`src/rtl/alu_share_arb_if.sv`:
```
// alu_share_arb_if: request/response channels of the two requesters plus the shared ALU port.
interface alu_share_arb_if #(
    parameter int DATA_W = 32,
    parameter int OP_W   = 5
);
    logic              req0_valid, req1_valid;
    logic              req0_ready, req1_ready;
    logic [OP_W-1:0]   req0_op, req1_op;
    logic [DATA_W-1:0] req0_a, req0_b, req1_a, req1_b;
    logic              rsp0_valid, rsp1_valid;
    logic              rsp0_ready, rsp1_ready;
    logic [DATA_W-1:0] rsp_data;
    logic              rsp_zero;
    logic [DATA_W-1:0] alu_a, alu_b;
    logic [OP_W-1:0]   alu_op;
    logic [DATA_W-1:0] alu_c;
    logic              alu_zero;

    modport slave (
        input  req0_valid, req1_valid, req0_op, req1_op, req0_a, req0_b, req1_a, req1_b,
        output req0_ready, req1_ready,
        output rsp0_valid, rsp1_valid, rsp_data, rsp_zero,
        input  rsp0_ready, rsp1_ready,
        output alu_a, alu_b, alu_op,
        input  alu_c, alu_zero
    );

    modport master (
        output req0_valid, req1_valid, req0_op, req1_op, req0_a, req0_b, req1_a, req1_b,
        input  req0_ready, req1_ready,
        input  rsp0_valid, rsp1_valid, rsp_data, rsp_zero,
        output rsp0_ready, rsp1_ready,
        input  alu_a, alu_b, alu_op,
        output alu_c, alu_zero
    );
endinterface

```
`src/rtl/alu_share_arb.sv`:
```
// alu_share_arb: time-shares one single-cycle ALU between two requesters,
// registering the winning op and returning the captured result over valid/ready.
module alu_share_arb #(
    parameter int DATA_W = 32,
    parameter int OP_W   = 5
) (
    input  logic           clk,
    input  logic           rst_n,
    alu_share_arb_if.slave bus
);
    localparam logic [OP_W-1:0] ALU_NOP = '0;

    typedef enum logic [1:0] {IDLE, EXEC, RESP} state_t;

    state_t            state_q, state_d;
    logic              last_q, last_d, own_q, own_d, zero_q, zero_d;
    logic [OP_W-1:0]   op_q, op_d;
    logic [DATA_W-1:0] a_q, a_d, b_q, b_d, data_q, data_d;
    logic              idle, sel1, fire0, fire1;

    always_comb begin
        idle = state_q == IDLE;
        // requester 1 wins when alone, or on a tie when 0 was served last
        sel1 = bus.req1_valid && (!bus.req0_valid || !last_q);
        bus.req0_ready = idle && (!bus.req1_valid || !sel1);
        bus.req1_ready = idle && (!bus.req0_valid || sel1);
        fire0 = bus.req0_valid && bus.req0_ready;
        fire1 = bus.req1_valid && bus.req1_ready;
        state_d = state_q;
        last_d  = last_q;
        own_d   = own_q;
        op_d    = op_q;
        a_d     = a_q;
        b_d     = b_q;
        data_d  = data_q;
        zero_d  = zero_q;
        case (state_q)
            IDLE: if (fire0 || fire1) begin
                own_d   = fire1;
                last_d  = fire1;
                op_d    = fire1 ? bus.req1_op : bus.req0_op;
                a_d     = fire1 ? bus.req1_a : bus.req0_a;
                b_d     = fire1 ? bus.req1_b : bus.req0_b;
                state_d = EXEC;
            end
            EXEC: begin
                data_d  = bus.alu_c;
                zero_d  = bus.alu_zero;
                state_d = RESP;
            end
            RESP: if (own_q ? bus.rsp1_ready : bus.rsp0_ready) state_d = IDLE;
            default: state_d = IDLE;
        endcase
        bus.rsp0_valid = state_q == RESP && !own_q;
        bus.rsp1_valid = state_q == RESP && own_q;
        bus.rsp_data   = data_q;
        bus.rsp_zero   = zero_q;
        bus.alu_op     = state_q == EXEC ? op_q : ALU_NOP;
        bus.alu_a      = state_q == EXEC ? a_q : '0;
        bus.alu_b      = state_q == EXEC ? b_q : '0;
    end

    always_ff @(posedge clk or negedge rst_n) begin
        if (!rst_n) begin
            state_q <= IDLE;
            last_q  <= 1'b1;
            own_q   <= 1'b0;
            op_q    <= ALU_NOP;
            a_q     <= '0;
            b_q     <= '0;
            data_q  <= '0;
            zero_q  <= 1'b0;
        end else begin
            state_q <= state_d;
            last_q  <= last_d;
            own_q   <= own_d;
            op_q    <= op_d;
            a_q     <= a_d;
            b_q     <= b_d;
            data_q  <= data_d;
            zero_q  <= zero_d;
        end
    end
endmodule

```
`src/flat_wrapper.sv`:
```
// flat-port wrapper written by rule: the top's interface ports become plain ports
module alu_share_arb_flat 
#(
    parameter int DATA_W = 32,
    parameter int OP_W   = 5
)
  (clk, rst_n, bus_req0_valid, bus_req1_valid, bus_req0_op, bus_req1_op, bus_req0_a, bus_req0_b, bus_req1_a, bus_req1_b, bus_req0_ready, bus_req1_ready, bus_rsp0_valid, bus_rsp1_valid, bus_rsp_data, bus_rsp_zero, bus_rsp0_ready, bus_rsp1_ready, bus_alu_a, bus_alu_b, bus_alu_op, bus_alu_c, bus_alu_zero);
  alu_share_arb_if #(.DATA_W(DATA_W), .OP_W(OP_W)) bus_i ();
  input  logic clk;
  input  logic rst_n;
  input wire logic [$bits(bus_i.req0_valid)-1:0] bus_req0_valid;
  input wire logic [$bits(bus_i.req1_valid)-1:0] bus_req1_valid;
  input wire logic [$bits(bus_i.req0_op)-1:0] bus_req0_op;
  input wire logic [$bits(bus_i.req1_op)-1:0] bus_req1_op;
  input wire logic [$bits(bus_i.req0_a)-1:0] bus_req0_a;
  input wire logic [$bits(bus_i.req0_b)-1:0] bus_req0_b;
  input wire logic [$bits(bus_i.req1_a)-1:0] bus_req1_a;
  input wire logic [$bits(bus_i.req1_b)-1:0] bus_req1_b;
  output wire logic [$bits(bus_i.req0_ready)-1:0] bus_req0_ready;
  output wire logic [$bits(bus_i.req1_ready)-1:0] bus_req1_ready;
  output wire logic [$bits(bus_i.rsp0_valid)-1:0] bus_rsp0_valid;
  output wire logic [$bits(bus_i.rsp1_valid)-1:0] bus_rsp1_valid;
  output wire logic [$bits(bus_i.rsp_data)-1:0] bus_rsp_data;
  output wire logic [$bits(bus_i.rsp_zero)-1:0] bus_rsp_zero;
  input wire logic [$bits(bus_i.rsp0_ready)-1:0] bus_rsp0_ready;
  input wire logic [$bits(bus_i.rsp1_ready)-1:0] bus_rsp1_ready;
  output wire logic [$bits(bus_i.alu_a)-1:0] bus_alu_a;
  output wire logic [$bits(bus_i.alu_b)-1:0] bus_alu_b;
  output wire logic [$bits(bus_i.alu_op)-1:0] bus_alu_op;
  input wire logic [$bits(bus_i.alu_c)-1:0] bus_alu_c;
  input wire logic [$bits(bus_i.alu_zero)-1:0] bus_alu_zero;
  assign bus_i.req0_valid = bus_req0_valid;
  assign bus_i.req1_valid = bus_req1_valid;
  assign bus_i.req0_op = bus_req0_op;
  assign bus_i.req1_op = bus_req1_op;
  assign bus_i.req0_a = bus_req0_a;
  assign bus_i.req0_b = bus_req0_b;
  assign bus_i.req1_a = bus_req1_a;
  assign bus_i.req1_b = bus_req1_b;
  assign bus_req0_ready = bus_i.req0_ready;
  assign bus_req1_ready = bus_i.req1_ready;
  assign bus_rsp0_valid = bus_i.rsp0_valid;
  assign bus_rsp1_valid = bus_i.rsp1_valid;
  assign bus_rsp_data = bus_i.rsp_data;
  assign bus_rsp_zero = bus_i.rsp_zero;
  assign bus_i.rsp0_ready = bus_rsp0_ready;
  assign bus_i.rsp1_ready = bus_rsp1_ready;
  assign bus_alu_a = bus_i.alu_a;
  assign bus_alu_b = bus_i.alu_b;
  assign bus_alu_op = bus_i.alu_op;
  assign bus_i.alu_c = bus_alu_c;
  assign bus_i.alu_zero = bus_alu_zero;
  alu_share_arb #(.DATA_W(DATA_W), .OP_W(OP_W)) u_core (.clk(clk), .rst_n(rst_n), .bus(bus_i));
endmodule
```
`config.mk`:
```
export PLATFORM = sky130hd
export DESIGN_NAME = alu_share_arb_flat
export DESIGN_NICKNAME = d
export VERILOG_FILES = /design/src/rtl/alu_share_arb_if.sv /design/src/rtl/alu_share_arb.sv /design/src/flat_wrapper.sv
export SDC_FILE = /design/constraint.sdc
export NUM_CORES = 1
export LEC_CHECK = 0
export ABC_AREA = 1
export CAP_MARGIN = 20
export CORE_ASPECT_RATIO = 0.5
export CORE_MARGIN = 5
export CORE_UTILIZATION = 30
export DETAILED_ROUTE_END_ITERATION = 10
export DONT_BUFFER_PORTS = 1
export HOLD_SLACK_MARGIN = 0.06
export SLEW_MARGIN = 20
export SYNTH_ARGS = -nofsm -noshare
export SYNTH_HDL_FRONTEND = slang
export SYNTH_SLANG_ARGS = --single-unit
```
`constraint.sdc`:
```
create_clock -name clk -period 4.3 [get_ports clk]
set_clock_uncertainty 0.2 [all_clocks]
set_input_delay 1.29 -clock clk [delete_from_list [all_inputs] [get_ports clk]]
set_output_delay 1.29 -clock clk [all_outputs]
set_load 0.05 [all_outputs]
```
==> results of run 1 <==
==> through the flow <==
stage / setup WS [ns] / utilization / total power, W
final: 0.961 / 0.358 / 0.00616
after global routing: 0.808 / 0.358 / 0.00667
after CTS: 0.902 / 0.358 / 0.00624
after detailed placement: 1.03 / 0.343 / 0.00532
after global placement: 1.01 / 0.343 / 0.00525
after floorplan: 0.213 / - / 0.00453
==> routing by layer <==
layer	wire length, µm	vias to the layer above	GRT usage
li1	-	2993	-
met1	7680	2837	0.172
met2	9950	136	0.287
met3	708	32	0.0358
met4	498	0	0.0525
met5	0	-	0
==> critical path, stage by stage, from the launching register on <==
cell and delay, ns:
dfrtp_1 0.41, nand2_4 0.38, buf_12 0.35, nor2_1 0.11, buf_4 0.20
==> logic make-up (layout without fill, tap and decap cells) <==
| group | after synthesis | count (layout) |
|---|---|---|
| AND/OR/NAND/NOR | 600 | 600 |
| buffers and inverters | 336 | 377 |
| flip-flops | 106 | 106 |
| AO/OA/AOI/OAI | 2 | 2 |
==> sequential cells by signal, indices dropped and copies added (netlist names) <==
signal               flops
u_core.a_q              32
u_core.b_q              32
u_core.bus.rsp_data     32
u_core.op_q              5
u_core.state_q           2
u_core.bus.rsp_zero      1
u_core.last_q            1
u_core.own_q             1
==> cells in the final DEF (no fill, tap or decap) <==
cell type	n
nand2_1	418
inv_1	229
dfrtp_1	105
nand3_1	103
buf_4	77
nor2_1	74
clkinv_1	50
clkbuf_16	9
inv_2	3
nand2_2	2
inv_8	2
clkinv_4	2
buf_12	2
a21oi_1	1
nand2_4	1
nor2_4	1
nand3_2	1
o21ai_0	1
bufinv_16	1
clkinv_8	1
inv_6	1
dfstp_2	1
==> worst paths after layout <==
path,startpoint,endpoint,slack [ns],cells past startpoint
max in group asynchronous,rst_n,u_core.last_q,3.28,0
min,u_core.last_q,u_core.last_q,0.28,2
max,u_core.state_q[0],bus_alu_b[23],0.96,4
min in group asynchronous,rst_n,u_core.a_q[22],0.42,0
min reg2reg,u_core.last_q,u_core.last_q,0.28,2
max reg2reg,u_core.last_q,u_core.b_q[8],1.85,7
==> where the power goes <==
| group | internal, W | switching (W) | total, W |
|---|---|---|---|
| Sequential | 0.00148 | 0.000832 | 0.00231 |
| Clock | 0.000470 | 0.000424 | 0.000894 |
| Combinational | 0.000834 | 0.00211 | 0.00295 |
==> final cells by class <==
type                            instances  area (µm²)  share of cell area
Sequential cell                       106        2650               0.358
Multi-Input combinational cell        602        2420               0.326
Inverter                              282        1060               0.143
Timing Repair Buffer                   79         618              0.0834
Tap cell                              273         342              0.0461
Clock buffer                            9         225              0.0304
Clock inverter                          7        95.1              0.0128
==> metrics.md, run 1 <==
| Metric | Value |
|---|---|
| First-pass iteration count of the detailed router | 4 |
| Mapped Cells | 1044 |
| Fmax | about 0.3 GHz |
| IO Count | approximately 280 |
| Endpoints failing hold | 0 |
| Mux contribution to synthesized area | 0 |
| Pwr dens | 831 mW/mm² |
| Sink Count | between 100 and 150 |
| Final count of pins violating max slew | 0 |
| First-pass GRT wire length | between 30000 and 40000 µm |
| Final cell count without fillers | roughly 1400 |
| Final setup viols | 0 |
| Ys Warns | 0 |
| DRC viols | 0 |
| Clock Latency Late Sink | 0.37 ns |
| Max-cap violations | 0 |
| # port buffers | 0 |
| Compound-cell area share of the yosys netlist | 0.00157 |
| Least-Margin Pin Slew | 0.799 ns |
| Kind of critical path | reg2out |
| Hold slack | between 0.2 and 0.3 ns |
| Total CTS buffers | 9 |
| Hpwl dp | 13300 µm |
| Leak | 4.73 nW |
| Number of enable flip-flop cells after synthesis | 0 |
| H-tree level count | 3 |
| Synth Cell Area | roughly 0.0064 mm² |
| Vias | between 5000 and 6000 |
| Ratio of cells with drive above 1 in the final layout | 0.0959 |
| Final instance area | 0.00741 mm² |
| Largest net degree at the start of global routing | 107 |
| PostCTS Resize Cnt | 0 |
| CTS tree | yes |
| Post-synthesis adder-cell area fraction | 0 |
| Syn nets | between 1000 and 1500 |
| Clk pin slew, worst setup/hold paths | around 0.09 ns |
| Post-layout net count | roughly 1300 |
| Gr ovfl total | 0 |
| Largest family of logic cells by synthesized area | simple AND/OR/NAND/NOR gates |
| Synth cell types | 16 |
| Die height | 113 µm |
| Placed cell count | 1342 |
| Initial antenna violation count | 0 |
| Number of global-route vias before repair | roughly 6000 |
| Number of fill cells | about 2300 |
| Post-synthesis xor/xnor area fraction | 0 |
| Status | finished, final reports clean |
| DRT iter0 DRCs | 403 |
| GPL Wtd Cong | 0.787 |
| Final ANT Viol Nets | 0 |
| Root Buffer | clkbuf_16 |
| Critical path required time | ~2.8 ns |
| Site row count | 37 |
| Maximum VDD drop | 0.415 mV |
| Hold crit path type | reg2reg |
| Synth cell count leaders | nand2_1 (420), inv_1 (229), dfrtp_1 (105), nand3_1 (104), nor2_1 (74) |
| Relative slew margins | 0.467 |
| Tot GR Track Use | 0.153 |
| Syn_area_per_cell | between 6 and 7 µm² |
| Die ar. | approximately 0.024 mm² |
| P&R area growth vs syn | 16.4% |
| Die Width | 216 µm |
| Worst Path Arrival | about 1.9 ns |
| Final TNS setup | 0 ns |
| CP Capture Type | primary output |
| Hold-fix buffers at CTS | 0 |
| Initial Utilization | 0.308 |
| Synth top area share | 0.413 |
| Synth async-reset ratio | 1.00 |
| Antenna diodes | 0 |
| Fraction of the mapped netlist area in simple logic gates | 0.376 |
| Tcrit/Tclk final | 0.777 |
| Post-synthesis sequential element count | about 110 |
| CP startpoint kind | flip-flop |
| Count leader, synth | nand2_1 |
| Synth area leaders | dfrtp_1 (41%), nand2_1 (25%), inv_1 (14%) |
| Core area | roughly 0.021 mm² |
| Max clock buf depth | 2 |
| Vias per cell | 4.42 |
| Routed wire length | about 19000 µm |
| Cell taking the most area after synthesis | dfrtp_1 |
| Synth Flop Type | dfrtp_1 |
| DP Area | slightly above 0.007 mm² |
| Crit path max fanout | 65 |
| Routed WL per cell | around 14 µm |
| RSZ-0062 raised after global routing | false |
| Tmin final | between 3 and 4 ns |
| Post-synthesis sequential area ratio | 0.417 |
| Setup Fix Bufs, Post-CTS | 0 |
(Power assumes the default switching activity.)
==> inputs of run 2 (changes only) <==
==> constraint.sdc (replaced) <==
create_clock -name clk -period 3.3 [get_ports clk]
set_clock_uncertainty 0.2 [all_clocks]
set_input_delay 0.99 -clock clk [delete_from_list [all_inputs] [get_ports clk]]
set_output_delay 0.99 -clock clk [all_outputs]
set_load 0.05 [all_outputs]
==> metrics.md, run 2 (synthesized netlist as in run 1, its figures left out) <==
| Metric | Value |
|---|---|
| Tot GR Track Use | 0.152 (-0.00124) |
| Routed wire length | 18600 µm (-1.1%) |
| Number of global-route vias before repair | 6069 (+0.96%) |
| Least-Margin Pin Slew | 0.761 ns (-0.0387 ns) |
| First-pass iteration count of the detailed router | 5 (+1) |
| Leak | 4.73 nW (about the same) |
| Die height | 113 µm (unchanged) |
| Largest net degree at the start of global routing | 107 (unchanged) |
| Slowest cell on the critical path | dfrtp_1 |
| Ratio of cells with drive above 1 in the final layout | 0.100 (+0.00424) |
| Worst Path Arrival | 1.73 ns (-0.12 ns) |
| Most frequent cells in the layout | nand2_1 (418), inv_1 (229), dfrtp_1 (105), nand3_1 (103), buf_4 (81) |
| Initial antenna violation count | 0 (unchanged) |
| Crit path top cell by count | buf_4 |
| Setup Fix Bufs, Post-CTS | 0 (unchanged) |
| Total CTS buffers | 9 (unchanged) |
| Final cell count without fillers | 1362 (+0.29%) |
| Final count of pins violating max slew | 0 (unchanged) |
| Kind of critical path | reg2out |
| DRT iter0 DRCs | 329 (-18%) |
| Most Crowded Layer GR | met2 |
| Vias | 5927 (-1.2%) |
| Pwr dens | 1070 mW/mm² (+29%) |
| Tmin final | between 2 and 3 ns |
| Endpoints failing hold | 0 (unchanged) |
| Core Util, Final | 0.358 (about the same) |
| Clock Latency Late Sink | 0.36 ns (about the same) |
| Post-layout net count | 1261 (+0.32%) |
| Initial Utilization | 0.308 (unchanged) |
| First-pass GRT wire length | 30200 µm (-0.63%) |
| Met2 Use GR | 0.284 (-0.00273) |
| Site row count | 37 (unchanged) |
| Met3 Track Usage GR | 0.0337 (-0.00214) |
| Status | finished, final reports clean |
| Placed cell count | 1346 (+0.30%) |
| Fmax | 0.343 GHz |
| Vias per cell | 4.35 (-1.5%) |
| Slowest cell delay on critical path | 0.40 ns (about the same) |
| Routed WL per cell | 13.7 µm (-1.4%) |
| GPL Wtd Cong | 0.824 (+4.7%) |
| Clk pin slew, worst setup/hold paths | 0.08 ns (about the same) |
| Root Buffer | clkbuf_16 |
| Max clock buf depth | 2 (unchanged) |
| Hold crit path type | in2async |
| RSZ-0062 raised after global routing | false |
| DP Area | 0.00712 mm² (+0.48%) |
| Maximum VDD drop | 0.435 mV (+4.9%) |
| Max-cap violations | 0 (unchanged) |
| IO Count | 283 (unchanged) |
| Gr ovfl total | 0 (unchanged) |
| Final instance area | 0.00742 mm² (about the same) |
| Tcrit/Tclk final | 0.883 |
| DRC viols | 0 (unchanged) |
| Final TNS setup | 0 ns (unchanged) |
| Relative slew margins | 0.493 (+0.0258) |
| CTS tree | yes |
| Number of fill cells | 2265 (+0.22%) |
| Antenna diodes | 0 (unchanged) |
| Hold-fix buffers at CTS | 0 (unchanged) |
| CP startpoint kind | flip-flop |
| # port buffers | 0 (unchanged) |
| Die Width | 216 µm (unchanged) |
| Final setup viols | 0 (unchanged) |
| GR Util met1 | 0.175 (+0.00321) |
| H-tree level count | 3 (unchanged) |
| Final ANT Viol Nets | 0 (unchanged) |
| Crit path max fanout | 29 (-55%) |
| Critical path required time | 2.11 ns (-0.70 ns) |
| PostCTS Resize Cnt | 0 (unchanged) |
| CP Capture Type | primary output |
| Hpwl dp | 13600 µm (+2.3%) |
| Most common cell after layout, fill and taps aside | nand2_1 |
| P&R area growth vs syn | 16.5% (about the same) |
| Die ar. | 0.0244 mm² (unchanged) |
| Crit-path cells | inv_2, nand2_4, buf_4, nor2_1, buf_4 |
| Sink Count | 106 (unchanged) |
| Core area | 0.0207 mm² (unchanged) |
run 2: layout make-up:
type | instances | area [µm²] | area share
flip-flops and latches | 106 | 2650 | 0.358
multi-input cells | 602 | 2420 | 0.326
inverters | 282 | 1060 | 0.143
repair buffers | 83 | 648 | 0.0874
well taps | 273 | 342 | 0.0461
clock buffers | 10 | 239 | 0.0322
clock inverters | 6 | 53.8 | 0.00725
run 2: power breakdown:
group	total (W)	internal [W]	leakage (nW)	switching [W]
registers	0.00302	0.00193	1.31	0.00109
clock network	0.00108	0.000548	0.142	0.000533
logic	0.00386	0.00111	3.28	0.00274
run 2: path summary, 6_finish.rpt:
check | cells past startpoint | endpoint | slack (ns) | start
max in group asynchronous | 0 | u_core.last_q | 2.56 | rst_n
max | 5 | bus_alu_b[28] | 0.38 | u_core.state_q[1]
min reg2reg | 2 | u_core.b_q[18] | 0.28 | u_core.b_q[18]
max reg2reg | 9 | u_core.b_q[0] | 0.98 | u_core.state_q[1]
min | 0 | u_core.op_q[4] | 0.12 | rst_n
min in group clk | 2 | u_core.b_q[18] | 0.28 | u_core.b_q[18]
run 2: per-layer routing:
| metal | vias up | routed length, µm |
|---|---|---|
| met5 | - | 0 |
| met4 | 0 | 299 |
| met3 | 18 | 693 |
| met2 | 101 | 10100 |
| met1 | 2808 | 7530 |
| li1 | 3000 | - |
run 2: critical path: cells and delay by family (launching register included):
| kind | cells | cell delay (ns) |
|---|---|---|
| simple gates | 2 | 0.36 |
| flops | 1 | 0.40 |
| buf+inv | 3 | 0.59 |
run 2: through the flow:
step	hold WS [ns]	total power, W	setup slack, ns
2_1_floorplan	0.243	0.00590	0.0657
5_1_grt	0.0904	0.00864	0.229
4_1_cts	0.0909	0.00810	0.343
3_5_place_dp	0.265	0.00696	0.615
3_3_place_gp	0.262	0.00688	0.592
6_report	0.121	0.00796	0.385
==> inputs of run 3 (changes only) <==
==> constraint.sdc (replaced) <==
create_clock -name clk -period 2.5 [get_ports clk]
set_clock_uncertainty 0.2 [all_clocks]
set_input_delay 0.75 -clock clk [delete_from_list [all_inputs] [get_ports clk]]
set_output_delay 0.75 -clock clk [all_outputs]
set_load 0.05 [all_outputs]
==> metrics.md, run 3 (synthesized netlist as in run 1, its figures left out) <==
| Metric | Value |
|---|---|
| Ratio of cells with drive above 1 in the final layout | 0.107 (+0.00686) |
| Crit path max fanout | 9 (-69%) |
| Hold crit path type | in2async |
| Leak | 4.78 nW (+0.97%) |
| P&R area growth vs syn | 18.4% |
| Final count of pins violating max slew | 0 (unchanged) |
| Relative slew margins | 0.643 (+0.150) |
| Hpwl dp | 13800 µm (+1.6%) |
| IO Count | 283 (unchanged) |
| Sink Count | 106 (unchanged) |
| DP Area | 0.00722 mm² (+1.3%) |
| Most common cell after layout, fill and taps aside | nand2_1 |
| Gr ovfl total | 0 (unchanged) |
| Die Width | 216 µm (unchanged) |
| DRT iter0 DRCs | 387 (+18%) |
| Overall Power | 0.0107 W (+34%) |
| CP startpoint kind | flip-flop |
| Reg area | 0.00266 mm² (about the same) |
| Final cell count without fillers | 1367 (+0.37%) |
| Slowest cell on the critical path | dfrtp_1 |
| CP bufs+invs | 4 (+1) |
| DRC viols | 0 (unchanged) |
| CTS tree | yes |
| Slowest cell delay on critical path | 0.36 ns (-0.04 ns) |
| First-pass iteration count of the detailed router | 4 (-1) |
| Status | complete, but fails checks |
| Initial antenna violation count | 0 (unchanged) |
| Max clock buf depth | 2 (unchanged) |
| Final instance area | 0.00754 mm² (+1.7%) |
| Post-layout net count | 1266 (+0.40%) |
| Kind of critical path | reg2out |
| Failing checks | hold timing |
| Vias per cell | 4.39 (+0.88%) |
| Routed WL per cell | 13.8 µm (+0.55%) |
| Fmax | approximately 0.41 GHz |
| Crit-path cells | inv_2, buf_4, nor2_2, inv_1, nor2_1, buf_6 |
| Worst Path Arrival | 1.47 ns (-0.26 ns) |
| First-pass GRT wire length | 29700 µm (-1.7%) |
| Pwr dens | 1420 mW/mm² (+32%) |
| Routed wire length | 18800 µm (+0.92%) |
| Final ANT Viol Nets | 0 (unchanged) |
| Core area | 0.0207 mm² (unchanged) |
| Number of global-route vias before repair | 5956 (-1.9%) |
| Die ar. | 0.0244 mm² (unchanged) |
| Site row count | 37 (unchanged) |
| Placed cell count | 1351 (+0.37%) |
| Final TNS setup | 0 ns (unchanged) |
| Vias | 6001 (+1.2%) |
| # port buffers | 0 (unchanged) |
| Tcrit/Tclk final | 0.966 |
| H-tree level count | 3 (unchanged) |
| Top Family by Delay on Critical Path | buffers and inverters |
| GPL Wtd Cong | 0.840 (+1.9%) |
| Number of fill cells | 2238 (-1.2%) |
| Critical path required time | 1.55 ns (-0.56 ns) |
| Endpoints failing hold | 105 (+105) |
| Tot GR Track Use | 0.150 (-0.00134) |
| Maximum VDD drop | 0.533 mV (+23%) |
| Setup Fix Bufs, Post-CTS | 0 (unchanged) |
| Core Util, Final | 0.364 (+0.00593) |
| Clk pin slew, worst setup/hold paths | 0.09 ns (about the same) |
| Antenna diodes | 0 (unchanged) |
| Area of the multi-input gates | 0.00243 mm² (+0.52%) |
| Die height | 113 µm (unchanged) |
| RSZ-0062 raised after global routing | true |
| Clock Latency Late Sink | 0.36 ns (about the same) |
| Total CTS buffers | 9 (unchanged) |
| Most frequent cells in the layout | nand2_1 (418), inv_1 (229), dfrtp_1 (104), nand3_1 (103), buf_4 (77) |
| Final setup viols | 0 (unchanged) |
| Max-cap violations | 0 (unchanged) |
| CP Capture Type | primary output |
| Largest net degree at the start of global routing | 107 (unchanged) |
| Least-Margin Pin Slew | 0.535 ns (-0.225 ns) |
| Root Buffer | clkbuf_16 |
| Tmin final | 2.42 ns |
| Hold slack | -0.109 ns (-0.230 ns) |
| Initial Utilization | 0.308 (unchanged) |
-- run 3: cell count changes in the layout (fill, tap and decap cells not counted), sizes merged --
cell / delta
clkinvlp: +1
clkinv: +1
clkbuf: -1
buf: +5
inv: -1
-- run 3: routing by layer --
metal	wire length, µm	up-vias	global-route usage
li1	-	3010	-
met1	7710	2823	0.176
met2	9980	142	0.277
met3	730	26	0.0326
met4	392	0	0.0470
met5	0	-	0
-- run 3: path summary, 6_finish.rpt --
path / slack, ns / start / cells after the start / endpoint
min: -0.11 / rst_n / 0 / u_core.b_q[31]
max reg2reg: 0.58 / u_core.state_q[1] / 9 / u_core.b_q[24]
max: 0.08 / u_core.state_q[1] / 6 / bus_rsp0_valid
max in group asynchronous: 1.97 / rst_n / 0 / u_core.last_q
min reg2reg: 0.28 / u_core.a_q[11] / 2 / u_core.a_q[11]
min in group clk: 0.28 / u_core.a_q[11] / 2 / u_core.a_q[11]
-- run 3: final cells by class --
class                   instances  share of cell area
repair buffers                 88               0.100
clock inverters                 7             0.00929
well taps                     273              0.0453
multi-input cells             602               0.323
inverters                     282               0.140
flip-flops and latches        106               0.352
clock buffers                   9              0.0299
-- run 3: metrics by stage --
stage	hold WS [ns]	setup slack, ns
after detailed placement	0.257	0.293
after global placement	0.257	0.292
after CTS	-0.139	0.0103
after global routing	-0.145	-0.0445
after floorplan	0.243	0.00153
final	-0.109	0.0841
-- run 3: what timing repair did --
action	4_1_cts	5_1_grt
hold endpoints to repair	106	106
setup endpoints to repair	0	29
resized for setup	0	8
-- run 3: where the power goes --
part / internal [W] / total (W) / switching, W
registers: 0.00255 / 0.00402 / 0.00147
clock network: 0.000706 / 0.00144 / 0.000732
logic: 0.00160 / 0.00525 / 0.00365
